--- src/rtl/cr_lane_accumulator_pkg.sv ---
// Shared types for the correlated-random lane datapath: lane width selector, 32-bit limb with carry,
// accumulator job states and the lane-start (carry kill) mask builder.
package cr_lane_accumulator_pkg;

  typedef struct packed {
    logic is256;
    logic is128;
    logic is64;
  } width_t;

  typedef struct packed {
    logic        c;
    logic [31:0] w;
  } u32_w_c_t;

  typedef enum logic [1:0] {
    IDLE,
    ACC,
    OUT
  } acc_state_t;

  localparam int unsigned KILL_MAX = 64;

  // Bit i set means limb i starts a lane: its carry-in is the lane-start value, never the lower limb's carry.
  // Lane sizes are relative to the datapath: is256 spans the whole word, is128 splits it in half.
  function automatic logic [KILL_MAX-1:0] lane_kill(input width_t w, input int unsigned nlimb);
    logic [KILL_MAX-1:0] k;
    k = '0;
    for (int unsigned i = 0; i < KILL_MAX; i++) begin
      if (i < nlimb) begin
        if (w.is256)      k[i] = (i == 0);
        else if (w.is128) k[i] = (i == 0) || (i == nlimb / 2);
        else if (w.is64)  k[i] = (i % 2 == 0);
        else              k[i] = 1'b1;
      end
    end
    return k;
  endfunction

endpackage

--- src/rtl/cr_lane_addsub.sv ---
// Combinational lane-segmented adder/subtractor: limb ripple with carries killed at lane starts.
// Subtract adds the inverted operand with carry-in 1 at every lane start (two's complement per lane).
module cr_lane_addsub
  import cr_lane_accumulator_pkg::*;
#(
  parameter int unsigned DATA_W = 256,
  parameter int unsigned LIMB_W = 32
) (
  input  logic [DATA_W-1:0] a,
  input  logic [DATA_W-1:0] b,
  input  logic [2:0]        width,
  input  logic              sub,
  output logic [DATA_W-1:0] sum
);

  localparam int unsigned NLIMB = DATA_W / LIMB_W;

  logic [KILL_MAX-1:0] kill_full;
  logic [NLIMB-1:0]    kill;

  assign kill_full = lane_kill(width_t'(width), NLIMB);
  assign kill      = kill_full[NLIMB-1:0];

  if (LIMB_W == 32) begin : g_u32
    always_comb begin
      u32_w_c_t    t;
      logic [31:0] bl;
      logic        c;
      sum = '0;
      c   = 1'b0;
      t   = '0;
      bl  = '0;
      for (int i = 0; i < int'(NLIMB); i++) begin
        bl = sub ? ~b[i*32 +: 32] : b[i*32 +: 32];
        t  = {1'b0, a[i*32 +: 32]} + {1'b0, bl} + {32'd0, (kill[i] ? sub : c)};
        sum[i*32 +: 32] = t.w;
        c  = t.c;
      end
    end
  end else begin : g_generic
    always_comb begin
      logic [LIMB_W:0]   t;
      logic [LIMB_W-1:0] bl;
      logic              c;
      sum = '0;
      c   = 1'b0;
      t   = '0;
      bl  = '0;
      for (int i = 0; i < int'(NLIMB); i++) begin
        bl = sub ? ~b[i*LIMB_W +: LIMB_W] : b[i*LIMB_W +: LIMB_W];
        t  = {1'b0, a[i*LIMB_W +: LIMB_W]} + {1'b0, bl} + {{LIMB_W{1'b0}}, (kill[i] ? sub : c)};
        sum[i*LIMB_W +: LIMB_W] = t[LIMB_W-1:0];
        c  = t[LIMB_W];
      end
    end
  end

endmodule

--- src/rtl/cr_lane_accumulator.sv ---
// Job-based lane accumulator: sums/subtracts num_words PRNG words at 1 word/cycle, result valid the
// cycle after the last input handshake; input stalls outside ACC, result holds until out_ready_i.
module cr_lane_accumulator
  import cr_lane_accumulator_pkg::*;
#(
  parameter int unsigned DATA_W = 256,
  parameter int unsigned LIMB_W = 32,
  parameter int unsigned CNT_W  = 32
) (
  input  logic              clk,
  input  logic              rst,
  input  logic              start_i,
  input  logic [2:0]        width_i,
  input  logic              sub_i,
  input  logic [CNT_W-1:0]  num_words_i,
  output logic              busy_o,
  input  logic              in_valid_i,
  output logic              in_ready_o,
  input  logic [DATA_W-1:0] in_data_i,
  output logic              out_valid_o,
  input  logic              out_ready_i,
  output logic [DATA_W-1:0] out_data_o,
  output logic [CNT_W-1:0]  words_done_o
);

  acc_state_t        state_q, state_d;
  logic [DATA_W-1:0] acc_q, acc_d, sum;
  logic [DATA_W-1:0] out_data_q, out_data_d;
  logic              out_valid_q, out_valid_d;
  logic [CNT_W-1:0]  cnt_q, cnt_d, cnt_inc;
  logic [CNT_W-1:0]  num_q, num_d;
  logic [2:0]        width_q, width_d;
  logic              sub_q, sub_d;

  cr_lane_addsub #(
    .DATA_W (DATA_W),
    .LIMB_W (LIMB_W)
  ) u_addsub (
    .a     (acc_q),
    .b     (in_data_i),
    .width (width_q),
    .sub   (sub_q),
    .sum   (sum)
  );

  // The count only reaches the latched num, so an all-ones num never wraps before matching.
  assign cnt_inc = cnt_q + CNT_W'(1);

  always_comb begin
    state_d     = state_q;
    acc_d       = acc_q;
    cnt_d       = cnt_q;
    num_d       = num_q;
    width_d     = width_q;
    sub_d       = sub_q;
    out_data_d  = out_data_q;
    out_valid_d = out_valid_q;
    case (state_q)
      IDLE: begin
        if (start_i) begin
          width_d = width_i;
          sub_d   = sub_i;
          num_d   = num_words_i;
          acc_d   = '0;
          cnt_d   = '0;
          if (num_words_i == '0) begin
            state_d     = OUT;
            out_data_d  = '0;
            out_valid_d = 1'b1;
          end else begin
            state_d = ACC;
          end
        end
      end
      ACC: begin
        if (in_valid_i) begin
          acc_d = sum;
          cnt_d = cnt_inc;
          if (cnt_inc == num_q) begin
            state_d     = OUT;
            out_data_d  = sum;
            out_valid_d = 1'b1;
          end
        end
      end
      OUT: begin
        if (out_ready_i) begin
          out_valid_d = 1'b0;
          state_d     = IDLE;
        end
      end
      default: state_d = IDLE;
    endcase
  end

  always_ff @(posedge clk or posedge rst) begin
    if (rst) begin
      state_q     <= IDLE;
      acc_q       <= '0;
      cnt_q       <= '0;
      num_q       <= '0;
      width_q     <= '0;
      sub_q       <= 1'b0;
      out_data_q  <= '0;
      out_valid_q <= 1'b0;
    end else begin
      state_q     <= state_d;
      acc_q       <= acc_d;
      cnt_q       <= cnt_d;
      num_q       <= num_d;
      width_q     <= width_d;
      sub_q       <= sub_d;
      out_data_q  <= out_data_d;
      out_valid_q <= out_valid_d;
    end
  end

  assign busy_o       = (state_q != IDLE);
  assign in_ready_o   = (state_q == ACC);
  assign out_valid_o  = out_valid_q;
  assign out_data_o   = out_data_q;
  assign words_done_o = cnt_q;

endmodule

--- config.mk ---
export PLATFORM = sky130hd
export DESIGN_NAME = cr_lane_accumulator
export DESIGN_NICKNAME = d
export VERILOG_FILES = /design/src/rtl/cr_lane_accumulator_pkg.sv /design/src/rtl/cr_lane_addsub.sv /design/src/rtl/cr_lane_accumulator.sv
export SDC_FILE = /design/constraint.sdc
export NUM_CORES = 2
export LEC_CHECK = 0
export ABC_AREA = 1
export BUFFER_PORTS_ARGS = -buffer_cell sky130_fd_sc_hd__buf_4
export CAP_MARGIN = 20
export CORE_ASPECT_RATIO = 1.4
export CORE_MARGIN = 8
export CORE_UTILIZATION = 45
export DETAILED_ROUTE_END_ITERATION = 12
export PLACE_DENSITY = 0.68
export SYNTH_ARGS = -nofsm -noshare
export SYNTH_HDL_FRONTEND = slang
export SYNTH_SLANG_ARGS = --single-unit
--- constraint.sdc ---
create_clock -name clk -period 27.9 [get_ports clk]
set_clock_uncertainty 0.15 [all_clocks]
set_input_delay 4.185 -clock clk [delete_from_list [all_inputs] [get_ports clk]]
set_output_delay 4.185 -clock clk [all_outputs]
set_load 0.01 [all_outputs]
### After elaboration in Yosys (flattened, before gate mapping)

Cells that the tools add are included.

| operators by class | value |
|---|---|
| reductions and logical operators | 10 |
| multiplexer cells | 43 |
| add/sub/neg operators | 17 |
| eq/ne operators | 8 |
| bitwise operators | 8 |

Operator list:

| kind | count |
|---|---|
| $mux 256 | 6 |
| $pmux 256 s2 | 2 |
| $mux 32 | 10 |
| $not 32->32 | 8 |
| $add 32x32->33 | 7 |
| $add 33x1->33 | 7 |
| $pmux 32 s2 | 1 |
| $add 32x1->32 | 1 |
| $add 32x1->32 const B | 1 |
| $add 32x32->32 | 1 |
| $eq 32x32->1 | 1 |
| $logic_not 32->1 | 1 |
| $mux 1 | 17 |
| $mux 2 | 5 |
| $ne 2x2->1 const B | 4 |
| $pmux 2 s3 | 1 |
| $reduce_and 6->1 | 1 |
| $reduce_and 5->1 | 1 |
| $reduce_and 4->1 | 1 |
| $reduce_bool 2->1 | 2 |
| $pmux 1 s3 | 1 |
| $reduce_and 3->1 | 1 |
| $reduce_bool 3->1 | 1 |
| $eq 2x1->1 const B | 1 |
| other kinds (4) | 4 |

| storage, ports and cells | value |
|---|---|
| input port bits | 297 |
| register bits | 583 |

### Logic depth before layout (Yosys ltp)

| logic depth | value |
|---|---|
| word-level depth | 21 |
| gate-level depth with buffers | 109 |
| gate-level depth less buffers | 107 |

### Modules after synthesis

Synthesis repeated with hierarchy kept, for this count alone.

| second synthesis, totals | value |
|---|---|
| cell total of the unflattened synthesis | 6269 |
| area total of the unflattened synthesis | 42877.4 um2 |

Modules (own cells, without submodules):

| module | cells each | times used | area an instance (um2) |
|---|---|---|---|
| cr_lane_accumulator | 2550 | 1 | 23450.0 |
| cr_lane_addsub | 3719 | 1 | 19427.4 |

### Least setup slack after synthesis

No wires, ideal clock.

| timing | value |
|---|---|
| path kind | input port to flip-flop |
| start point | in in_data_i[2] |
| end point | reg acc_q[242] |
| arrival time | 19850 ps |
| stages | 104 |
| setup slack | 7766 ps |
| required time | 27616 ps |
| setup time | 134 ps |
| buffers on the path | 0 |
| cells stage by stage | xor2_1 > ha_1 > nand2_1 > nand2_1 > o21ai_0 > inv_1 > a21oi_1 > inv_1 > nand2_1 > nand2_1 > nand3_1 > nand2_1 > nand4_1 > nand3_1 > nand2_1 > fa_1 > fa_1 > inv_1 > [68 not listed] > nand3_1 > nand2_1 > nand2_1 > nand3_1 > nand2_1 > fa_1 > fa_1 > inv_1 > nand2_1 > o21ai_0 > a21oi_1 > inv_1 > nand2_1 > nand2_1 > a21oi_1 > or2_2 > nand3_1 > o21ai_0 |

| on the way | value |
|---|---|
| word-level cells in the longest chain between the ends | 20 |

Ends and longest elaborated chain:

| what | RTL line | text |
|---|---|---|
| from (decl) | cr_lane_accumulator.sv:19 | `input logic [DATA_W-1:0] in_data_i,` |
| $not 32->32 | cr_lane_addsub.sv:34 | `bl = sub ? ~b[i*32 +: 32] : b[i*32 +: 32];` |
| $mux 32 * | cr_lane_addsub.sv:34 |  |
| $add 32x32->33 * | cr_lane_addsub.sv:35 | `t = {1'b0, a[i*32 +: 32]} + {1'b0, bl} + {32'd0, (kill[i] ? sub : c)};` |
| $add 33x1->33 * | cr_lane_addsub.sv:35 |  |
| $mux 1 * | cr_lane_addsub.sv:35 |  |
| $add 33x1->33 * | cr_lane_addsub.sv:35 |  |
| $mux 1 * | cr_lane_addsub.sv:35 |  |
| $add 33x1->33 * | cr_lane_addsub.sv:35 |  |
| [4 not listed] | -- |  |
| $mux 1 * | cr_lane_addsub.sv:35 |  |
| $add 33x1->33 * | cr_lane_addsub.sv:35 |  |
| $mux 1 * | cr_lane_addsub.sv:35 |  |
| $add 33x1->33 * | cr_lane_addsub.sv:35 |  |
| $mux 1 * | cr_lane_addsub.sv:35 |  |
| $add 32x1->32 * | cr_lane_addsub.sv:35 |  |
| $mux 256 * | cr_lane_accumulator.sv:76 | `if (in_valid_i) begin` |
| $pmux 256 s2 * | cr_lane_accumulator.sv:58 | `case (state_q)` |
| to (signal assigned) | cr_lane_accumulator.sv:99 | `acc_q <= '0;` |
| to (signal assigned) | cr_lane_accumulator.sv:108 | `acc_q <= acc_d;` |
| to (decl) | cr_lane_accumulator.sv:27 | `logic [DATA_W-1:0] acc_q, acc_d, sum;` |

Mark *: on every way between the ends. The rest lies on a longest branch, timed or not. The select of a mux whose other input is x is not followed.
A chain may end at the register's enable or synchronous reset.

### Worst setup path after layout

| timing | value |
|---|---|
| start point | in in_data_i[16] |
| end point | reg out_data_q[250] (netlist: out_data_o[250]) |

| on the way | value |
|---|---|
| word-level cells in the longest chain between the ends | 21 |

Ends and longest elaborated chain:

| what | RTL line | text |
|---|---|---|
| $not 32->32 | cr_lane_addsub.sv:34 |  |
| $mux 32 * | cr_lane_addsub.sv:34 |  |
| $add 32x32->33 * | cr_lane_addsub.sv:35 |  |
| $add 33x1->33 * | cr_lane_addsub.sv:35 |  |
| $mux 1 * | cr_lane_addsub.sv:35 |  |
| $add 33x1->33 * | cr_lane_addsub.sv:35 |  |
| $mux 1 * | cr_lane_addsub.sv:35 |  |
| $add 33x1->33 * | cr_lane_addsub.sv:35 |  |
| [5 not listed] | -- |  |
| $add 33x1->33 * | cr_lane_addsub.sv:35 |  |
| $mux 1 * | cr_lane_addsub.sv:35 |  |
| $add 33x1->33 * | cr_lane_addsub.sv:35 |  |
| $mux 1 * | cr_lane_addsub.sv:35 |  |
| $add 32x1->32 * | cr_lane_addsub.sv:35 |  |
| $mux 256 * | cr_lane_accumulator.sv:79 | `if (cnt_inc == num_q) begin` |
| $mux 256 * | cr_lane_accumulator.sv:76 |  |
| $pmux 256 s2 * | cr_lane_accumulator.sv:58 |  |
| to (signal assigned) | cr_lane_accumulator.sv:113 | `out_data_q <= out_data_d;` |
| to (decl) | cr_lane_accumulator.sv:28 | `logic [DATA_W-1:0] out_data_q, out_data_d;` |

Marks and branches as above.

==> results by group <==
Status
  • Status: finished clean

Synth
  • Synth Cell Area: slightly above 0.04 sq mm
  • Register area share after synthesis: 36.1%
  • Synth Instances: 5,679
  • Syn Area/Cell: a little over 7 sq um
  • Synth cell types: 40
  • Synthesis-stage register bit count: ~600
  • Ys Warns: 0
  • Net Count, Synth: 6,239

STA
  • Endpoints failing setup: 0
  • Final min period: approximately 23 ns
  • Max Transition Viols Final: 0
  • Worst Tran Pin Value: ~1.1 ns
  • Tcrit/Tclk final: 84.0%
  • Final WS setup: ~4.5 ns
  • RSZ-0062 raised after global routing: false
  • Hold Violations, Final: 0
  • Slew HR: around a quarter
  • Upper clock frequency limit: between 40 and 50 MHz
  • Setup TNS: 0 ns
  • Hold slack final: roughly 0.32 ns

Worst setup path
  • Crit Path Max Fanout: 6
  • Setup CP Type: input pin to flip-flop
  • Top cell family by delay on the critical path: adder cells
  • CP Buf/Inv Count: 11
  • CP endpoint kind: flip-flop
  • CP arrival: ~24 ns
  • Critical path required time: between 20 and 30 ns
  • Critical path's slowest cell: nor4_1
  • Type of origin of the critical path: input pin
  • Most used cell, CP: nand2_1
  • Worst path max stage delay: between 0.7 and 0.8 ns

Routing
  • Drt wl/cell: slightly below 20 um
  • DR DRC count: 0
  • DRT antenna net count: 0
  • DR vias/cell: approximately 5.4
  • Initial DRC count: between 2k and 3k
  • Routed WL: 145 mm
  • DR pass1 iterations: 5
  • Routed vias: 40.0k

Placed design
  • GP Congestion: just under 1
  • # port buffers: slightly below 600
  • Setup slack at placement: around 4 ns
  • Dpl cells: between 7k and 8k
  • Dpl hpwl: 111 mm

Global route
  • Gr usage total: about 28%
  • Gr ovfl total: 0
  • Number of global-route vias before repair: 39.1k
  • Initial antenna violation count: 10
  • First-pass GRT wire length: 224 mm
  • Largest net degree at the start of global routing: about 200

Finish
  • Most frequent cells in the layout: nand2_1, buf_4, dfrtp_1
  • Share of layout cells above drive strength 1: 13.0%
  • Commonest non-fill, non-tap cell in the layout: nand2_1
  • Final Non-Filler Cells: 7,416
  • # nets final: ~6.7k
  • Area Growth Syn to Fin: 18.9%

Clocking
  • Root buf cell: clkbuf_16
  • H-tree depth: 3
  • Clk sinks: approximately 580
  • CTS Buf Count: between 60 and 70
  • Cts repair resizes: 0
  • CTS tree: done
  • Clock Pin Slew Worst Setup and Hold Paths: ~0.060 ns
  • CTS Buffer Depth: 3
  • Hold buffer count at cts: 0
  • Skew-Pair Late Insertion Delay: 0.65 ns
  • Post-CTS Setup Bufs: 0

Floorplan
  • Die ar.: around 0.10 sq mm
  • Core Rows: 130
  • Core box area: between 0.08 and 0.09 sq mm
  • Top Ports: approximately 590
  • DIE WIDTH: 269 um
  • Die height: 371 um
  • Starting Density: 45.2%

Job
  • Max Cap Violations: 0

Hold path
  • Hold Path Class: flip-flop to flip-flop
-- stage by stage --
stage | utilization [%] | cell area, sq um
after floorplan | - | 40400
after global placement | 51.3 | 45800
after detailed placement | 51.3 | 45800
after CTS | 53.8 | 48000
after global routing | 53.8 | 48000
final | 53.8 | 48000
-- worst paths after layout --
kind	start	end	slack [ns]	depth (start not counted)
min	out_data_o[105]	out_data_o[105]	0.32	2
min reg2reg	out_data_o[105]	out_data_o[105]	0.32	2
max in group asynchronous	rst	acc_q[198]	21.83	4
max reg2reg	sub_q	out_data_o[250]	5.83	106
max	in_data_i[16]	out_data_o[250]	4.47	101
min in group asynchronous	rst	acc_q[78]	3.46	2
-- area by class of cell --
class,count,area (sq um)
Tap cell,1188,1490
Inverter,439,1660
Timing Repair Buffer,616,4660
Sequential cell,583,14600
Clock inverter,28,270
Clock buffer,91,1950
Antenna cell,7,17.5
Multi-Input combinational cell,4464,23400
Fill cell,8791,41300
-- cell usage after synthesis (all sizes together) --
master	n	share of area [%]
a211oi	8	0.15
a21boi	6	0.11
a21o	19	0.35
a21oi	504	6.2
a22o	1	0.022
a31oi	3	0.046
and2	3	0.046
buf	84	0.98
clkbuf	109	1.0
dfrtp	583	36
fa	15	0.74
ha	248	7.7
inv	439	4.1
nand2	1661	15
nand3	335	4.2
nand3b	20	0.37
nand4	30	0.46
nor2	473	4.5
nor3	34	0.42
nor4	32	0.50
o2111ai	2	0.043
o211ai	24	0.45
o21a	6	0.11
o21ai	651	8.1
o21bai	32	0.59
o221ai	2	0.043
o22ai	19	0.29
o31a	3	0.065
o31ai	1	0.019
or2	64	0.99
xnor2	18	0.39
xnor3	2	0.11
xor2	248	5.4
-- worst min-delay path, stage by stage, from the launching register on --
cell	delay [ns]
dfrtp_1	0.34
nand2_1	0.05
nand2_1	0.05
-- flip-flops by register name, summed over array words and instances, names as in the netlist --
name	cells
out_data_o	256
num_q	32
width_q	3
acc_q	256
words_done_o	32
out_valid_o	1
state_q	2
sub_q	1
-- metal layers --
layer / vias up / share of wire, % / GRT usage [%]
met5: - / 0.039 / 0
met4: 8 / 5.1 / 14.2
met3: 286 / 5.9 / 4.93
met2: 1190 / 47 / 47.7
met1: 18716 / 41 / 34.0
li1: 19771 / - / -
-- cells by family after synthesis --
logic type / Yosys count / share of synthesized area [%]
compound gates: 1281 / 16.6
xor+xnor: 268 / 5.88
fa+ha+maj: 263 / 8.42
buf+inv: 632 / 6.07
flops: 583 / 36.1
simple gates: 2652 / 26.9
Power is not shown: default switching activity piles up to over one toggle a cycle in this logic, so the estimate is an artifact.
